**src/rtl/sar_pkg.sv**
```systemverilog
// Shared definitions for the SAR conversion controller.
//   sar_state_t     : controller state encoding
//   NBIT_DEF        : default conversion resolution (bits)
//   SAMPLE_CYC_DEF  : default tracking-phase length (clk cycles)
//   TIMEOUT_DEF     : default comparator decision timeout (clk cycles)
package sar_pkg;

  localparam int NBIT_DEF       = 10;
  localparam int SAMPLE_CYC_DEF = 4;
  localparam int TIMEOUT_DEF    = 15;

  typedef enum logic [2:0] {
    IDLE,
    SAMPLE,
    COMPARE,
    RESOLVE,
    DONE
  } sar_state_t;

endpackage

```
**src/rtl/sar_logic_if.sv**
```systemverilog
// Signal bundle between the SAR controller and its analog front end.
//   soc          : start of conversion (into controller)
//   vop, von     : comparator decisions, asynchronous (into controller)
//   samp         : top-plate sampling switch, 1 = track
//   ckl          : comparator loop hold, 1 = held, 0 = compare
//   dacp, dacn   : capacitor-DAC switch controls, dacn == ~dacp
//   dout         : last completed conversion result
//   eoc          : one-cycle end-of-conversion pulse
//   busy         : controller not idle
//   to_flag      : sticky comparator-timeout indicator
// Modport slave is the controller view, master the front-end/stimulus view.
interface sar_logic_if
  import sar_pkg::*;
#(
  parameter int NBIT = NBIT_DEF
) ();

  logic            soc;
  logic            vop;
  logic            von;
  logic            samp;
  logic            ckl;
  logic [NBIT-1:0] dacp;
  logic [NBIT-1:0] dacn;
  logic [NBIT-1:0] dout;
  logic            eoc;
  logic            busy;
  logic            to_flag;

  modport slave (
    input  soc, vop, von,
    output samp, ckl, dacp, dacn, dout, eoc, busy, to_flag
  );

  modport master (
    output soc, vop, von,
    input  samp, ckl, dacp, dacn, dout, eoc, busy, to_flag
  );

endinterface

```
**src/rtl/sar_sync2.sv**
```systemverilog
// Two-flop synchronizer with synchronous active-high reset.
//   clk : destination clock
//   rst : synchronous reset, clears both stages
//   d   : asynchronous input
//   q   : synchronized output (2 cycles latency)
module sar_sync2 (
  input  logic clk,
  input  logic rst,
  input  logic d,
  output logic q
);

  logic meta_reg;
  logic sync_reg;

  always_ff @(posedge clk) begin
    if (rst) begin
      meta_reg <= 1'b0;
      sync_reg <= 1'b0;
    end else begin
      meta_reg <= d;
      sync_reg <= meta_reg;
    end
  end

  assign q = sync_reg;

endmodule

```
**src/rtl/sar_logic.sv**
```systemverilog
// Successive-approximation ADC controller.
// Ports:
//   clk : single clock, all state on rising edge
//   rst : synchronous active-high reset
//   bus : sar_logic_if.slave (soc, vop, von in; samp, ckl, dacp, dacn,
//         dout, eoc, busy, to_flag out)
// Optional build macro SAR_TIMEOUT_EN: a bit whose comparator gives no
// decision within TIMEOUT cycles resolves to 0 and sets the sticky
// to_flag. Without it, COMPARE waits indefinitely and to_flag is 0.
module sar_logic
  import sar_pkg::*;
#(
  parameter int NBIT       = NBIT_DEF,
  parameter int SAMPLE_CYC = SAMPLE_CYC_DEF,
  parameter int TIMEOUT    = TIMEOUT_DEF
) (
  input  logic        clk,
  input  logic        rst,
  sar_logic_if.slave  bus
);

  localparam int         IW        = (NBIT > 1) ? $clog2(NBIT) : 1;
  localparam logic [7:0] SAMP_LAST = 8'(SAMPLE_CYC - 1);

  if (SAMPLE_CYC < 1 || SAMPLE_CYC > 255) begin : g_bad_sample_cyc
    $error("sar_logic: SAMPLE_CYC must be within 1..255");
  end
  if (TIMEOUT < 2 || TIMEOUT > 255) begin : g_bad_timeout
    $error("sar_logic: TIMEOUT must be within 2..255");
  end

  logic vop_s;
  logic von_s;

  sar_sync2 u_sync_vop (.clk(clk), .rst(rst), .d(bus.vop), .q(vop_s));
  sar_sync2 u_sync_von (.clk(clk), .rst(rst), .d(bus.von), .q(von_s));

  sar_state_t      state_reg;
  logic [NBIT-1:0] code_reg;
  logic [IW-1:0]   idx_reg;
  logic [7:0]      cnt_reg;
  logic            samp_reg;
  logic            ckl_reg;
  logic [NBIT-1:0] dout_reg;
  logic            eoc_reg;

`ifdef SAR_TIMEOUT_EN
  localparam logic [7:0] TO_LAST = 8'(TIMEOUT - 1);
  logic [7:0] to_cnt_reg;
  logic       to_flag_reg;
`endif

  always_ff @(posedge clk) begin
    if (rst) begin
      state_reg <= IDLE;
      code_reg  <= '0;
      idx_reg   <= IW'(NBIT - 1);
      cnt_reg   <= '0;
      samp_reg  <= 1'b0;
      ckl_reg   <= 1'b1;
      dout_reg  <= '0;
      eoc_reg   <= 1'b0;
`ifdef SAR_TIMEOUT_EN
      to_cnt_reg  <= '0;
      to_flag_reg <= 1'b0;
`endif
    end else begin
      eoc_reg <= 1'b0;
      case (state_reg)
        IDLE: begin
          if (bus.soc) begin
            state_reg <= SAMPLE;
            code_reg  <= '0;
            idx_reg   <= IW'(NBIT - 1);
            cnt_reg   <= '0;
            samp_reg  <= 1'b1;
            ckl_reg   <= 1'b1;
`ifdef SAR_TIMEOUT_EN
            to_flag_reg <= 1'b0;
`endif
          end
        end
        SAMPLE: begin
          if (cnt_reg == SAMP_LAST) begin
            // Leave tracking and present the MSB trial in one update.
            state_reg          <= COMPARE;
            samp_reg           <= 1'b0;
            ckl_reg            <= 1'b0;
            code_reg[idx_reg]  <= 1'b1;
`ifdef SAR_TIMEOUT_EN
            to_cnt_reg <= '0;
`endif
          end else begin
            cnt_reg <= cnt_reg + 8'd1;
          end
        end
        COMPARE: begin
          if (vop_s | von_s) begin
            // Both high is illegal and resolves the bit to 0.
            code_reg[idx_reg] <= vop_s & ~von_s;
            ckl_reg           <= 1'b1;
            state_reg         <= RESOLVE;
          end
`ifdef SAR_TIMEOUT_EN
          else if (to_cnt_reg == TO_LAST) begin
            code_reg[idx_reg] <= 1'b0;
            ckl_reg           <= 1'b1;
            to_flag_reg       <= 1'b1;
            state_reg         <= RESOLVE;
          end else begin
            to_cnt_reg <= to_cnt_reg + 8'd1;
          end
`endif
        end
        RESOLVE: begin
          // Comparator must return to its reset state before the next trial.
          if (!vop_s && !von_s) begin
            if (idx_reg == '0) begin
              state_reg <= DONE;
              dout_reg  <= code_reg;
              eoc_reg   <= 1'b1;
            end else begin
              idx_reg                      <= idx_reg - IW'(1);
              code_reg[idx_reg - IW'(1)]   <= 1'b1;
              ckl_reg                      <= 1'b0;
              state_reg                    <= COMPARE;
`ifdef SAR_TIMEOUT_EN
              to_cnt_reg <= '0;
`endif
            end
          end
        end
        DONE: begin
          state_reg <= IDLE;
        end
        default: begin
          state_reg <= IDLE;
        end
      endcase
    end
  end

  assign bus.samp = samp_reg;
  assign bus.ckl  = ckl_reg;
  assign bus.dacp = code_reg;
  assign bus.dacn = ~code_reg;
  assign bus.dout = dout_reg;
  assign bus.eoc  = eoc_reg;
  assign bus.busy = (state_reg != IDLE);

`ifdef SAR_TIMEOUT_EN
  assign bus.to_flag = to_flag_reg;
`else
  assign bus.to_flag = 1'b0;
`endif

endmodule

```
**src/flat_wrapper.sv**
```systemverilog
// flat-port wrapper written by rule: the top's interface ports become plain ports
module sar_logic_flat import sar_pkg::*;
#(
  parameter int NBIT       = NBIT_DEF,
  parameter int SAMPLE_CYC = SAMPLE_CYC_DEF,
  parameter int TIMEOUT    = TIMEOUT_DEF
)
  (clk, rst, bus_soc, bus_vop, bus_von, bus_samp, bus_ckl, bus_dacp, bus_dacn, bus_dout, bus_eoc, bus_busy, bus_to_flag);
  sar_logic_if #(.NBIT(NBIT)) bus_i ();
  input  logic clk;
  input  logic rst;
  input wire logic [$bits(bus_i.soc)-1:0] bus_soc;
  input wire logic [$bits(bus_i.vop)-1:0] bus_vop;
  input wire logic [$bits(bus_i.von)-1:0] bus_von;
  output wire logic [$bits(bus_i.samp)-1:0] bus_samp;
  output wire logic [$bits(bus_i.ckl)-1:0] bus_ckl;
  output wire logic [$bits(bus_i.dacp)-1:0] bus_dacp;
  output wire logic [$bits(bus_i.dacn)-1:0] bus_dacn;
  output wire logic [$bits(bus_i.dout)-1:0] bus_dout;
  output wire logic [$bits(bus_i.eoc)-1:0] bus_eoc;
  output wire logic [$bits(bus_i.busy)-1:0] bus_busy;
  output wire logic [$bits(bus_i.to_flag)-1:0] bus_to_flag;
  assign bus_i.soc = bus_soc;
  assign bus_i.vop = bus_vop;
  assign bus_i.von = bus_von;
  assign bus_samp = bus_i.samp;
  assign bus_ckl = bus_i.ckl;
  assign bus_dacp = bus_i.dacp;
  assign bus_dacn = bus_i.dacn;
  assign bus_dout = bus_i.dout;
  assign bus_eoc = bus_i.eoc;
  assign bus_busy = bus_i.busy;
  assign bus_to_flag = bus_i.to_flag;
  sar_logic #(.NBIT(NBIT), .SAMPLE_CYC(SAMPLE_CYC), .TIMEOUT(TIMEOUT)) u_core (.clk(clk), .rst(rst), .bus(bus_i));
endmodule
```
**config.mk**
```make
export PLATFORM = sky130hd
export DESIGN_NAME = sar_logic_flat
export DESIGN_NICKNAME = d
export VERILOG_FILES = /design/src/rtl/sar_pkg.sv /design/src/rtl/sar_logic_if.sv /design/src/rtl/sar_sync2.sv /design/src/rtl/sar_logic.sv /design/src/flat_wrapper.sv
export SDC_FILE = /design/constraint.sdc
export NUM_CORES = 1
export LEC_CHECK = 0
export BUFFER_PORTS_ARGS = -buffer_cell sky130_fd_sc_hd__buf_4
export CAP_MARGIN = 20
export CORE_MARGIN = 2
export CORE_UTILIZATION = 55
export CTS_CLUSTER_SIZE = 8
export DETAILED_ROUTE_END_ITERATION = 6
export HOLD_SLACK_MARGIN = 0.05
export PLACE_DENSITY_LB_ADDON = 0.3
export REMOVE_ABC_BUFFERS = 1
export SYNTH_ARGS = -nofsm -noshare
export SYNTH_HDL_FRONTEND = slang
export SYNTH_SLANG_ARGS = --single-unit
```
**constraint.sdc**
```tcl
create_clock -name clk -period 2.23 [get_ports clk]
set_input_delay 0.1115 -clock clk [delete_from_list [all_inputs] [get_ports clk]]
set_output_delay 0.1115 -clock clk [all_outputs]
set_load 0.01 [all_outputs]
```
Yosys cells after proc, flatten, opt, wreduce, memory -nomap -nowiden
Cells that the tools add are included.

operators by class
  muxes and demuxes = 32
  eq/ne operators = 10
  reduce and logical (&&, ||, !) cells = 18
  div/mod/pow operators = 0
  $add $sub $neg = 2
  bitwise gates (word level) = 8
  multipliers = 0
  order comparisons = 4
  shifts and indexed selects = 0

operator list
  kind                 number
  $mux 10              5
  $pmux 10 s4          1
  $or 10x10->10        2
  $mux 8               2
  $pmux 8 s2           1
  $mux 3               5
  $mux 4               3
  $pmux 3 s4           1
  $bwmux 10            1
  $lt 4x5->1 const B   2
  $not 10->10          1
  $reduce_and 3->1     3
  $add 8x1->8 const B  1
  $demux 1 s4          2
  $eq 8x2->1 const B   1
  $ge 4x1->1 const B   2
  $mux 1               8
  $pmux 4 s2           1
  $reduce_and 4->1     2
  $eq 3x2->1 const B   2
  $ne 2x1->1 const B   3
  $ne 2x2->1 const B   3
  $reduce_and 6->1     1
  $logic_not 4->1      1
  14 further kinds     20

word-level totals
  RAM bits = 0
  logic and storage cells = 86
  memories = 0
  latch bits = 0
  register bits after elaboration = 42
  ROM bits = 0

Logic depth before layout (Yosys ltp)
Gate-level depths: netlist (run 1).

  depth in word-level cells = 9
  gate-level depth with buffers = 8
  gate-level depth less buffers = 7

Hierarchy
Synthesis (run 1) repeated with hierarchy kept, for this count alone.

unflattened totals
  cells, all modules = 293
  area total of the unflattened synthesis = 2394.8 um^2

modules (own cells, without submodules)
  module     times used  cells each  sequential area each (um^2)  area each (um^2)
  sar_logic  1           285         760.7                        2289.7
  sar_sync2  2           4           40.0                         52.6

Worst setup path after synthesis (run 1)
No wires, ideal clock.

  kind = reg2reg
  from = register u_core.idx_reg[0]
  to = register u_core.code_reg[8] (netlist: u_core.bus.dacp[8])
  period minus slack after synthesis = 2034 ps
  arrival = 1968 ps
  library setup time = 66 ps
  stages on the path, launching flop included = 9
  setup slack = 196 ps
  path buffers = 1
  path through = dfxtp_1 > inv_1 > ha_1 > nor3b_4 > a31o_2 > or4_1 > buf_2 > o21ai_2 > a21boi_2

between the ends
  cells in the longest elaborated chain, start to end = 9
  elaborated cells between the ends (all ways) = 22

RTL lines
  element                                                         RTL line          source
  start, declared                                                 sar_logic.sv:40   logic [IW-1:0] idx_reg;
  start signal, assigned                                          sar_logic.sv:57   idx_reg <= IW'(NBIT - 1);
  start signal, assigned                                          sar_logic.sv:74   idx_reg <= IW'(NBIT - 1);
  start signal, assigned                                          sar_logic.sv:123  idx_reg <= idx_reg - IW'(1);
  $sub 4x1->4                                                     sar_logic.sv:124  code_reg[idx_reg - IW'(1)] <= 1'b1;
  $lt 4x5->1 (implied by the code) or $ge 4x1->1 (tied branches)  sar_logic.sv:124
  $logic_and 1x1->1 (implied by the code)                         sar_logic.sv:124
  $mux 1 (implied by the code)                                    sar_logic.sv:124
  $demux 1 s4                                                     --
  $or 10x10->10 (no source line)                                  --
  $mux 10                                                         sar_logic.sv:118  if (idx_reg == '0) begin
  $mux 10                                                         sar_logic.sv:117  if (!vop_s && !von_s) begin
  $pmux 10 s4                                                     sar_logic.sv:69   case (state_reg)
  end signal, assigned by index                                   sar_logic.sv:100  code_reg[idx_reg] <= vop_s & ~von_s;
  end, declared                                                   sar_logic.sv:39   logic [NBIT-1:0] code_reg;

Parallel ways exist; a longest one is shown, timed or not. The select of a mux whose other input is x is not followed.
A chain may end at the register's enable or synchronous reset.

Worst setup path after layout (run 1)
  from = register u_core.cnt_reg[0]
  to = register u_core.code_reg[8] (netlist: u_core.bus.dacp[8])

between the ends
  cells in the longest elaborated chain, start to end = 3

RTL lines
  element                            RTL line         source
  start, declared                    sar_logic.sv:41  logic [7:0] cnt_reg;
  start signal, assigned             sar_logic.sv:94  cnt_reg <= cnt_reg + 8'd1;
  $eq 8x2->1                         sar_logic.sv:84  if (cnt_reg == SAMP_LAST) begin
  $ne 2x1->1 (no source line)        --
  $reduce_and 6->1 (no source line)  --

No other way between the ends.

==> results by group, run 1 <==
Place
  – Cell Area, Placed: 2730 µm²
  – Placer congestion estimate: 0.928
  – Port bufs: 38
  – Place WS: 0.283 ns
  – Dpl hpwl: 4180 µm

Floorplan
  – Initial Util: 0.584
  – Top-Level Pins: 40
  – Rows: 23
  – Core box area: 4090 µm²
  – Die ar.: 4880 µm²
  – Die Ht: 69.9 µm
  – Die W: 69.9 µm

Synth
  – Synth Area in XOR/XNOR: 0.0257
  – Distinct cells, synth: 58
  – Syn Inst Count: 300
  – Top post-synthesis cells by area: dfxtp_1 35%, nand2_1 6.6%, a21oi_1 5.9%
  – Post-synth EDFFs: 0
  – Avg Cell Area, Syn: 7.95 µm²
  – Synthesized flop and latch total: 42
  – Post-Synth Adder-Cell Area: 0.0420
  – Post-synthesis compound-gate area fraction: 0.199
  – Main synth FF type: dfxtp_1
  – Largest family of logic cells by synthesized area: simple AND/OR/NAND/NOR gates
  – Post-synthesis mux area share: 0.0215
  – Synthesized area: 2390 µm²
  – Area leader, netlist: dfxtp_1
  – Synth async-reset ratio: 0
  – Sequential area share after synthesis: 0.352
  – Top cells by count, synth: 42 x dfxtp_1, 42 x nand2_1, 31 x nor2_1
  – YS warnings: 0
  – Synth Area in Simple Gates: 0.296
  – Top cell type's share of synthesized area: 0.352

Power
  – Max IR drop VDD: 0.351 mV
  – P per Cell Area: 614 nW/µm²
  – Switching part of the total: 0.285
  – Seq pwr share: 0.461
  – P_sw: 501 µW
  – Static leakage: 1.11 nW
  – Gate power share: 0.201
  – Internal power: 1.26 mW
  – Clock share of power: 0.338

Clocking
  – Root Buffer: clkbuf_8
  – Clock sink count: 42
  – Longest Clk Path Bufs: 2
  – Reg clk slew, reported paths: 0.08 ns
  – Clock Latency Late Sink: 0.30 ns
  – Post-CTS Resized: 0
  – TritonCTS clock tree: yes
  – Post-CTS setup buffers: 0
  – Post-CTS Hold Buffers: 2
  – CTS Buf Count: 5
  – H-Tree Depth: 2

Timing
  – Final setup violation count: 0
  – Fin crit share: 0.887
  – Final Hold Viols: 0
  – Minimum clock period: 1.98 ns
  – Least-Margin Pin Slew: 0.502 ns
  – Clock Skew: 0.00803 ns
  – Slew Viols, Final: 0
  – Fmax: 506 MHz
  – Setup tns final: 0 ns
  – Unrepaired setup endpoints after global routing: no
  – Hold slack: 0.135 ns
  – Final WS setup: 0.252 ns
  – Slew headroom: 0.662

Setup path
  – Slowest CP cell: or4_1
  – CP arrival: 2.22 ns
  – Crit-path cells: ha_1, nor4b_4, a211oi_2, or4_1, o21ai_2, a21boi_2
  – Worst stage delay on the critical path: 0.62 ns
  – Worst Path Class, Setup: reg -> reg
  – WP data required: 2.47 ns
  – Largest fanout on the critical path: 6
  – Crit path launch type: flip-flop
  – Worst reg-to-reg path cell count: 6
  – Worst Setup End Kind: flip-flop

Finish
  – Finished Cell Area: 2860 µm²
  – # diodes: 0
  – Post-layout util: 0.701
  – Area grow syn2layout: 20.0%
  – Share of post-route cells with drive strength above 1: 0.210
  – Nets@finish: 355

Detailed routing
  – WL/cell: 14.5 µm
  – Top sig layer: met4
  – # DRC: 0
  – Detailed Routing Iterations Pass 1: 4
  – M1 WL: 2720 µm
  – Final antenna-violating net count: 0
  – WL met2: 2490 µm
  – Drt via density: 5.79
  – Final wirelength: 5700 µm
  – Total number of vias: 2275
  – Starting DRT DRC Count: 136
  – Met3 WL post-DR: 396 µm

GRT
  – Initial antenna violation count: 0
  – Vias in the first global route: 2063
  – Total grt overflow: 0
  – Largest net degree at the start of global routing: 22
  – GR Util All Layers: 0.244
  – Global-route wire length before repair: 9700 µm

Run status
  – Status: finished clean

Job
  – Max cap viols: 0

Min path
  – Worst Hold Class: in -> reg
  – WHS Path Cells: 2
area by class of cell:
cell class | instances | area, µm²
clock inverter | 2 | 37.5
multi-input combinational | 227 | 1400
fill | 349 | 1220
clock buffer | 6 | 72.6
tap | 50 | 62.6
timing repair buffer | 53 | 403
sequential | 42 | 841
inverter | 13 | 48.8
path summary, 6_finish.rpt:
kind | from | endpoint | slack, ns
setup / recovery | u_core.cnt_reg[0] | u_core.bus.dacp[8] | 0.25
hold / removal | rst | u_core.u_sync_von.q | 0.14
setup reg to reg | u_core.cnt_reg[0] | u_core.bus.dacp[8] | 0.25
hold reg to reg | u_core.u_sync_von.meta_reg | u_core.u_sync_von.q | 0.44
cell usage in the layout, fill, tap and decap left out, types with 3 or more instances in the layout:
cell	count
buf_4	51
nand2_1	42
dfxtp_1	42
nor2_1	31
a21oi_1	28
inv_1	13
o21ai_0	11
nand3_1	8
nor2b_1	8
ha_1	8
nand3b_1	7
nor3_1	7
o32ai_1	6
nand2b_1	6
clkbuf_8	5
mux2i_1	4
nor4_1	4
xnor2_1	4
or3_1	3
a32oi_1	3
xor2_1	3
metal layers:
metal  vias to the layer above  GRT usage
met5                         -          0
met4                         0     0.0769
met3                        10     0.0491
met2                        81      0.379
met1                      1046      0.342
li1                       1138          -
power by group through the flow:
stage	clock (mW)	sequential (mW)	combinational [mW]
after global placement	0	0.825	0.341
after floorplan	0	0.831	0.205
after global routing	0.632	0.815	0.386
final	0.594	0.810	0.354
after CTS	0.604	0.809	0.350
after detailed placement	0	0.827	0.345
cells by family after synthesis:
group	count (synthesis)
DFF	42
adders and majority gates	8
AOI/OAI and AO/OA	71
muxes	5
xor gates and xnor gates	7
and+or+nand+nor	135
other	1
buffers and inverters	31
stage by stage:
step                total power [mW]  cells
floorplan                       1.04    282
global placement                1.17    383
detailed placement              1.17    383
CTS                             1.76    393
global route                    1.83    393
finish                          1.76    393
worst max-delay path, delay by kind of cell, from the launching register on:
family	cells	cell delay [ns]
DFF	1	0.37
and+or+nand+nor	2	0.90
adders and majority gates	1	0.22
AOI/OAI and AO/OA	3	0.42
Power figures use the tool's default switching activity.
==> run 2, diff against run 1 <==
Settings changed: CAP_MARGIN 20 to default, CORE_ASPECT_RATIO from default to 0.6.
==> run 2 against run 1 <==
Net effect:
- die area rose by 0.35%
- flip-flop and latch count is the same
- clock-buffer cell count increased by 1
- register-to-register slack worse by 0.08 ns
- final cell count grew 2.5%
- worst setup slack worse by 0.076 ns
- via count grew 3.5%
- first-iteration DRC count grew 46%
- sequential share of layout area is 0.089 points lower
- non-clock buffer count did not move
- highest routed layer unchanged
- maximum frequency is 3.7% lower
==> results by group, run 2 (same netlist as run 1, synthesis figures left out) <==
Run status
  – Status: finished clean

Floorplan
  – Core box area: 4140 µm² (+1.4%)
  – Die Ht: 55.0 µm (-21%)
  – Top-Level Pins: 40 (unchanged)
  – Initial Util: 0.576 (-0.00811)
  – Die W: 89.0 µm (+27%)
  – Rows: 18 (-22%)
  – Die ar.: 4900 µm² (+0.35%)

Clocking
  – H-Tree Depth: 2 (unchanged)
  – Clock sink count: 42 (unchanged)
  – CTS Buf Count: 5 (unchanged)
  – TritonCTS clock tree: yes
  – Post-CTS Resized: 0 (unchanged)
  – Reg clk slew, reported paths: 0.08 ns (about the same)
  – Clock Latency Late Sink: 0.30 ns (about the same)
  – Longest Clk Path Bufs: 2 (unchanged)
  – Root Buffer: clkbuf_8
  – Post-CTS setup buffers: 0 (unchanged)

Detailed routing
  – Final wirelength: 6300 µm (+11%)
  – Final antenna-violating net count: 0 (unchanged)
  – Drt via density: 5.84 (+0.95%)
  – Total number of vias: 2355 (+3.5%)
  – Starting DRT DRC Count: 199 (+46%)
  – # DRC: 0 (unchanged)
  – Detailed Routing Iterations Pass 1: 5 (+1)
  – WL/cell: 15.6 µm (+7.8%)

Setup path
  – Worst Setup End Kind: flip-flop
  – CP arrival: 2.30 ns (+0.08 ns)
  – R2r setup slk: 0.18 ns (-0.08 ns)
  – Worst Path Class, Setup: reg -> reg
  – R2R Path End: u_core.bus.dacp[8]
  – Crit path launch type: flip-flop
  – RR Startpoint: u_core.cnt_reg[0]
  – Worst reg-to-reg path cell count: 6 (unchanged)
  – Largest fanout on the critical path: 6 (unchanged)
  – WP data required: 2.48 ns (about the same)

Power
  – Static leakage: 1.11 nW (about the same)
  – Max IR drop VDD: 0.438 mV (+25%)
  – P per Cell Area: 611 nW/µm² (-0.44%)

Finish
  – Fillers: 370 (+6.0%)
  – Share of post-route cells with drive strength above 1: 0.207 (-0.00292)
  – # diodes: 0 (unchanged)
  – Nets@finish: 355 (unchanged)
  – Most common cell after layout, fill and taps aside: buf_4
  – Most frequent cells in the layout: 51 x buf_4, 42 x nand2_1, 42 x dfxtp_1
  – Area grow syn2layout: 20.3%

GRT
  – GR Util All Layers: 0.278 (+0.0336)
  – Largest net degree at the start of global routing: 25 (+14%)
  – Total grt overflow: 0 (unchanged)
  – Vias in the first global route: 1994 (-3.3%)
  – Global-route wire length before repair: 9960 µm (+2.7%)
  – Initial antenna violation count: 0 (unchanged)

Job
  – Max cap viols: 0 (unchanged)

Place
  – Place WS: 0.193 ns (-0.0897 ns)
  – Port bufs: 38 (unchanged)
  – Dpl hpwl: 4650 µm (+11%)
  – Placer congestion estimate: 0.942 (+1.5%)

Min path
  – Hold Path Sink: u_core.u_sync_vop.meta_reg
  – Worst Hold Launch: rst
  – WHS Path Cells: 2 (unchanged)
  – Worst Hold Class: in -> reg

Timing
  – Final setup violation count: 0 (unchanged)
  – Slew Viols, Final: 0 (unchanged)
  – Minimum clock period: 2.05 ns (+0.0759 ns)
  – Fin crit share: 0.921 (+0.0340)
  – Fmax: 487 MHz (-3.7%)
  – Clock Skew: 0.00299 ns (-0.00504 ns)
  – Slew headroom: 0.637 (-0.0253)
  – Hold slack: 0.0821 ns (-0.0529 ns)
  – Least-Margin Pin Slew: 0.544 ns (+0.0414 ns)
  – Setup tns final: 0 ns (unchanged)
  – Final Hold Viols: 0 (unchanged)
  – Final WS setup: 0.177 ns (-0.0759 ns)
  – Unrepaired setup endpoints after global routing: no
## run 2: cell types whose count changed in the layout (fill, tap and decap cells not counted)
cell,before,now
clkbuf_1,1,2
clkinvlp_4,1,0
## run 2: routing by layer
layer  vias up  global-route usage  part of all wire
met5         -                   0                 0
met4         0               0.112             0.022
met3        16              0.0653             0.089
met2       125               0.377              0.39
met1      1079               0.418              0.50
li1       1135                   -                 -
## run 2: worst max-delay path by stage
stage | start | end | cells after the start
floorplan | u_core.idx_reg[0] | u_core.bus.dacp[8] | 7
CTS | u_core.cnt_reg[0] | u_core.bus.dacp[8] | 6
global route | u_core.cnt_reg[0] | u_core.bus.dacp[8] | 6
finish | u_core.cnt_reg[0] | u_core.bus.dacp[8] | 6
global placement | u_core.cnt_reg[0] | u_core.bus.dacp[8] | 6
detailed placement | u_core.cnt_reg[0] | u_core.bus.dacp[8] | 6
## run 2: report_power, final
| group | internal, mW | switching, mW |
|---|---|---|
| combinational | 0.141 | 0.202 |
| sequential | 0.774 | 0.0350 |
| clock | 0.335 | 0.268 |
| total | 1.25 | 0.505 |
## run 2: area by class of cell
type | instances | area, µm² | area share
clock inverter | 1 | 30.0 | 0.0105
inverter | 13 | 48.8 | 0.0170
multi-input combinational | 227 | 1400 | 0.487
tap | 60 | 75.1 | 0.0261
sequential | 42 | 841 | 0.293
clock buffer | 7 | 76.3 | 0.0266
timing repair buffer | 53 | 403 | 0.140
## run 2: worst max-delay path, cell delays in order, from the launching register on
cell      delay [ns]
dfxtp_1         0.37
ha_1            0.24
nor4b_4         0.30
a211oi_2        0.18
or4_1           0.66
o21ai_2         0.10
a21boi_2        0.14
## run 2: timing repair
action | in CTS | in global routing
endpoints found under the setup margin | 0 | 0
hold buffers | 2 | 0
endpoints found under the hold margin | 2 | 0
## run 2: per-stage QoR
stage	utilization	std cells	cell area [µm²]	power, mW
6_report	0.693	403	2870	1.75
5_1_grt	0.693	403	2870	1.83
4_1_cts	0.693	403	2870	1.76
3_5_place_dp	0.662	393	2750	1.16
3_3_place_gp	0.662	393	2750	1.15
2_1_floorplan	-	282	2290	1.04
==> run 3, diff against run 2 <==
Settings changed: CELL_PAD_IN_SITES_DETAIL_PLACEMENT from default to 1, CELL_PAD_IN_SITES_GLOBAL_PLACEMENT from default to 1, CORE_UTILIZATION 55 to 41.
==> run 3 against run 2 <==
Net effect:
- total power fell by 5.9%
- sequential power barely moved
- largest power group unchanged
- via count fell by 1.9%
- sequential share of layout area rose by 0.051 points
- critical path depth did not move
- clock power fell by 20%
- combinational power rose by 6.7%
- first-iteration DRC count fell by 33%
- largest cell class unchanged
- core utilization fell by 18 points
- final cell count rose by 4.7%
==> results by group, run 3 (same netlist as run 1, synthesis figures left out) <==
Run status
  – Status: finished clean

Timing
  – Minimum clock period: 2.08 ns (+0.0252 ns)
  – Unrepaired setup endpoints after global routing: no
  – Final WS setup: 0.151 ns (-0.0252 ns)
  – Clock Skew: 0.00877 ns (+0.00578 ns)
  – Least-Margin Pin Slew: 0.593 ns (+0.0492 ns)
  – Fmax: 481 MHz (-1.2%)
  – Final setup violation count: 0 (unchanged)
  – Slew headroom: 0.604 (-0.0329)
  – Fin crit share: 0.932 (+0.0113)
  – Final Hold Viols: 0 (unchanged)
  – Slew Viols, Final: 0 (unchanged)
  – Setup tns final: 0 ns (unchanged)

Floorplan
  – Die Ht: 63.1 µm (+15%)
  – Initial Util: 0.426 (-0.149)
  – Top-Level Pins: 40 (unchanged)
  – Die W: 102 µm (+15%)
  – Rows: 21 (+3)
  – Die ar.: 6470 µm² (+32%)
  – Core box area: 5600 µm² (+35%)

Clocking
  – Root Buffer: clkbuf_8
  – TritonCTS clock tree: yes
  – H-Tree Depth: 2 (unchanged)
  – Reg clk slew, reported paths: 0.08 ns (about the same)
  – Longest Clk Path Bufs: 2 (unchanged)
  – Post-CTS Resized: 0 (unchanged)
  – Clock sink count: 42 (unchanged)
  – Clock Latency Late Sink: 0.30 ns (about the same)
  – CTS Buf Count: 5 (unchanged)

Finish
  – # diodes: 0 (unchanged)
  – Nets@finish: 355 (unchanged)
  – Most common cell after layout, fill and taps aside: buf_4
  – Share of post-route cells with drive strength above 1: 0.205 (-0.00232)
  – Most frequent cells in the layout: 51 x buf_4, 42 x nand2_1, 42 x dfxtp_1
  – Storage cell area: 841 µm² (unchanged)
  – Area of the multi-input gates: 1400 µm² (unchanged)
  – Area grow syn2layout: 20.1%
  – Finished Cell Area: 2870 µm² (-0.17%)
  – Post-layout util: 0.512 (-0.181)
  – Fillers: 719 (+94%)

Setup path
  – Worst stage delay on the critical path: 0.67 ns (about the same)
  – Largest fanout on the critical path: 6 (unchanged)
  – CP arrival: 2.32 ns (+0.02 ns)
  – Worst Path Class, Setup: reg -> reg
  – WP data required: 2.47 ns (about the same)
  – CP top delay family: simple AND/OR/NAND/NOR gates
  – Crit-path cells: ha_1, nor4b_4, a211oi_2, or4_1, o21ai_2, a21boi_2
  – Slowest CP cell: or4_1
  – Buf/Inv on CP: 0 (unchanged)
  – Worst Setup End Kind: flip-flop
  – Crit path launch type: flip-flop

GRT
  – Global-route wire length before repair: 11900 µm (+19%)
  – Vias in the first global route: 2353 (+18%)
  – GR Util All Layers: 0.235 (-0.0426)
  – Initial antenna violation count: 0 (unchanged)
  – Total grt overflow: 0 (unchanged)
  – Largest net degree at the start of global routing: 24 (-4.0%)

Detailed routing
  – Drt via density: 5.48 (-6.3%)
  – Starting DRT DRC Count: 134 (-33%)
  – Final wirelength: 7010 µm (+11%)
  – # DRC: 0 (unchanged)
  – WL/cell: 16.6 µm (+6.2%)
  – Total number of vias: 2311 (-1.9%)
  – Final antenna-violating net count: 0 (unchanged)
  – Detailed Routing Iterations Pass 1: 4 (-1)

Power
  – P per Cell Area: 576 nW/µm² (-5.7%)
  – Max IR drop VDD: 0.348 mV (-21%)
  – Switching part of the total: 0.312 (+0.0241)
  – Clock share of power: 0.291 (-0.052)
  – Static leakage: 1.09 nW (-1.2%)
  – Seq pwr share: 0.488 (+0.027)
  – Internal power: 1.14 mW (-9.1%)
  – Gate power share: 0.221 (+0.026)
  – P_sw: 515 µW (+2.0%)

Place
  – Placer congestion estimate: 0.926 (-1.7%)
  – Place WS: 0.185 ns (-0.00768 ns)
  – Cell Area, Placed: 2770 µm² (+0.91%)
  – Dpl hpwl: 5340 µm (+15%)
  – Port bufs: 38 (unchanged)

Min path
  – Worst Hold Class: in -> reg

Job
  – Max cap viols: 0 (unchanged)
==> run 3: changes by cell type in the layout (fill, tap and decap cells not counted), sizes merged <==
| cell | delta |
|---|---|
| bufinv | -1 |
==> run 3: cell type report <==
cell class                 count  area share
multi-input combinational    227       0.488
sequential                    42       0.293
timing repair buffer          53       0.141
tap                           80      0.0349
clock buffer                   7      0.0266
inverter                      13      0.0170
==> run 3: timing repair <==
item / 4_1_cts / 5_1_grt
setup buffers: 0 / 0
hold buffers: 2 / 0
hold endpoints to repair: 2 / 0
==> run 3: path summary, 6_finish.rpt <==
kind	start	endpoint	slack, ns	cells past startpoint
worst max-delay path	u_core.cnt_reg[0]	u_core.bus.dacp[8]	0.15	6
worst min-delay path	rst	u_core.bus.dout[5]	0.15	2
worst max register to register	u_core.cnt_reg[0]	u_core.bus.dacp[8]	0.15	6
worst min register to register	u_core.u_sync_vop.meta_reg	u_core.u_sync_vop.q	0.45	1
==> run 3: through the flow <==
step / hold WS (ns) / std cells / total power, mW
after global routing: 0.182 / 422 / 1.74
after CTS: 0.157 / 422 / 1.66
after detailed placement: 0.332 / 413 / 1.18
after floorplan: 0.181 / 282 / 1.04
after global placement: 0.320 / 413 / 1.17
final: 0.151 / 422 / 1.65
==> run 3: layer usage <==
metal,part of all wire,vias to the layer above,GRT usage
li1,-,1128,-
met1,0.54,1097,0.367
met2,0.39,73,0.323
met3,0.048,13,0.0444
met4,0.017,0,0.0667
met5,0,-,0
==> run 3: power by group through the flow <==
stage	combinational [mW]	sequential (mW)	clock (mW)
2_1_floorplan	0.205	0.831	0
3_3_place_gp	0.351	0.823	0
3_5_place_dp	0.359	0.824	0
4_1_cts	0.363	0.806	0.489
5_1_grt	0.405	0.812	0.523
6_report	0.366	0.806	0.480
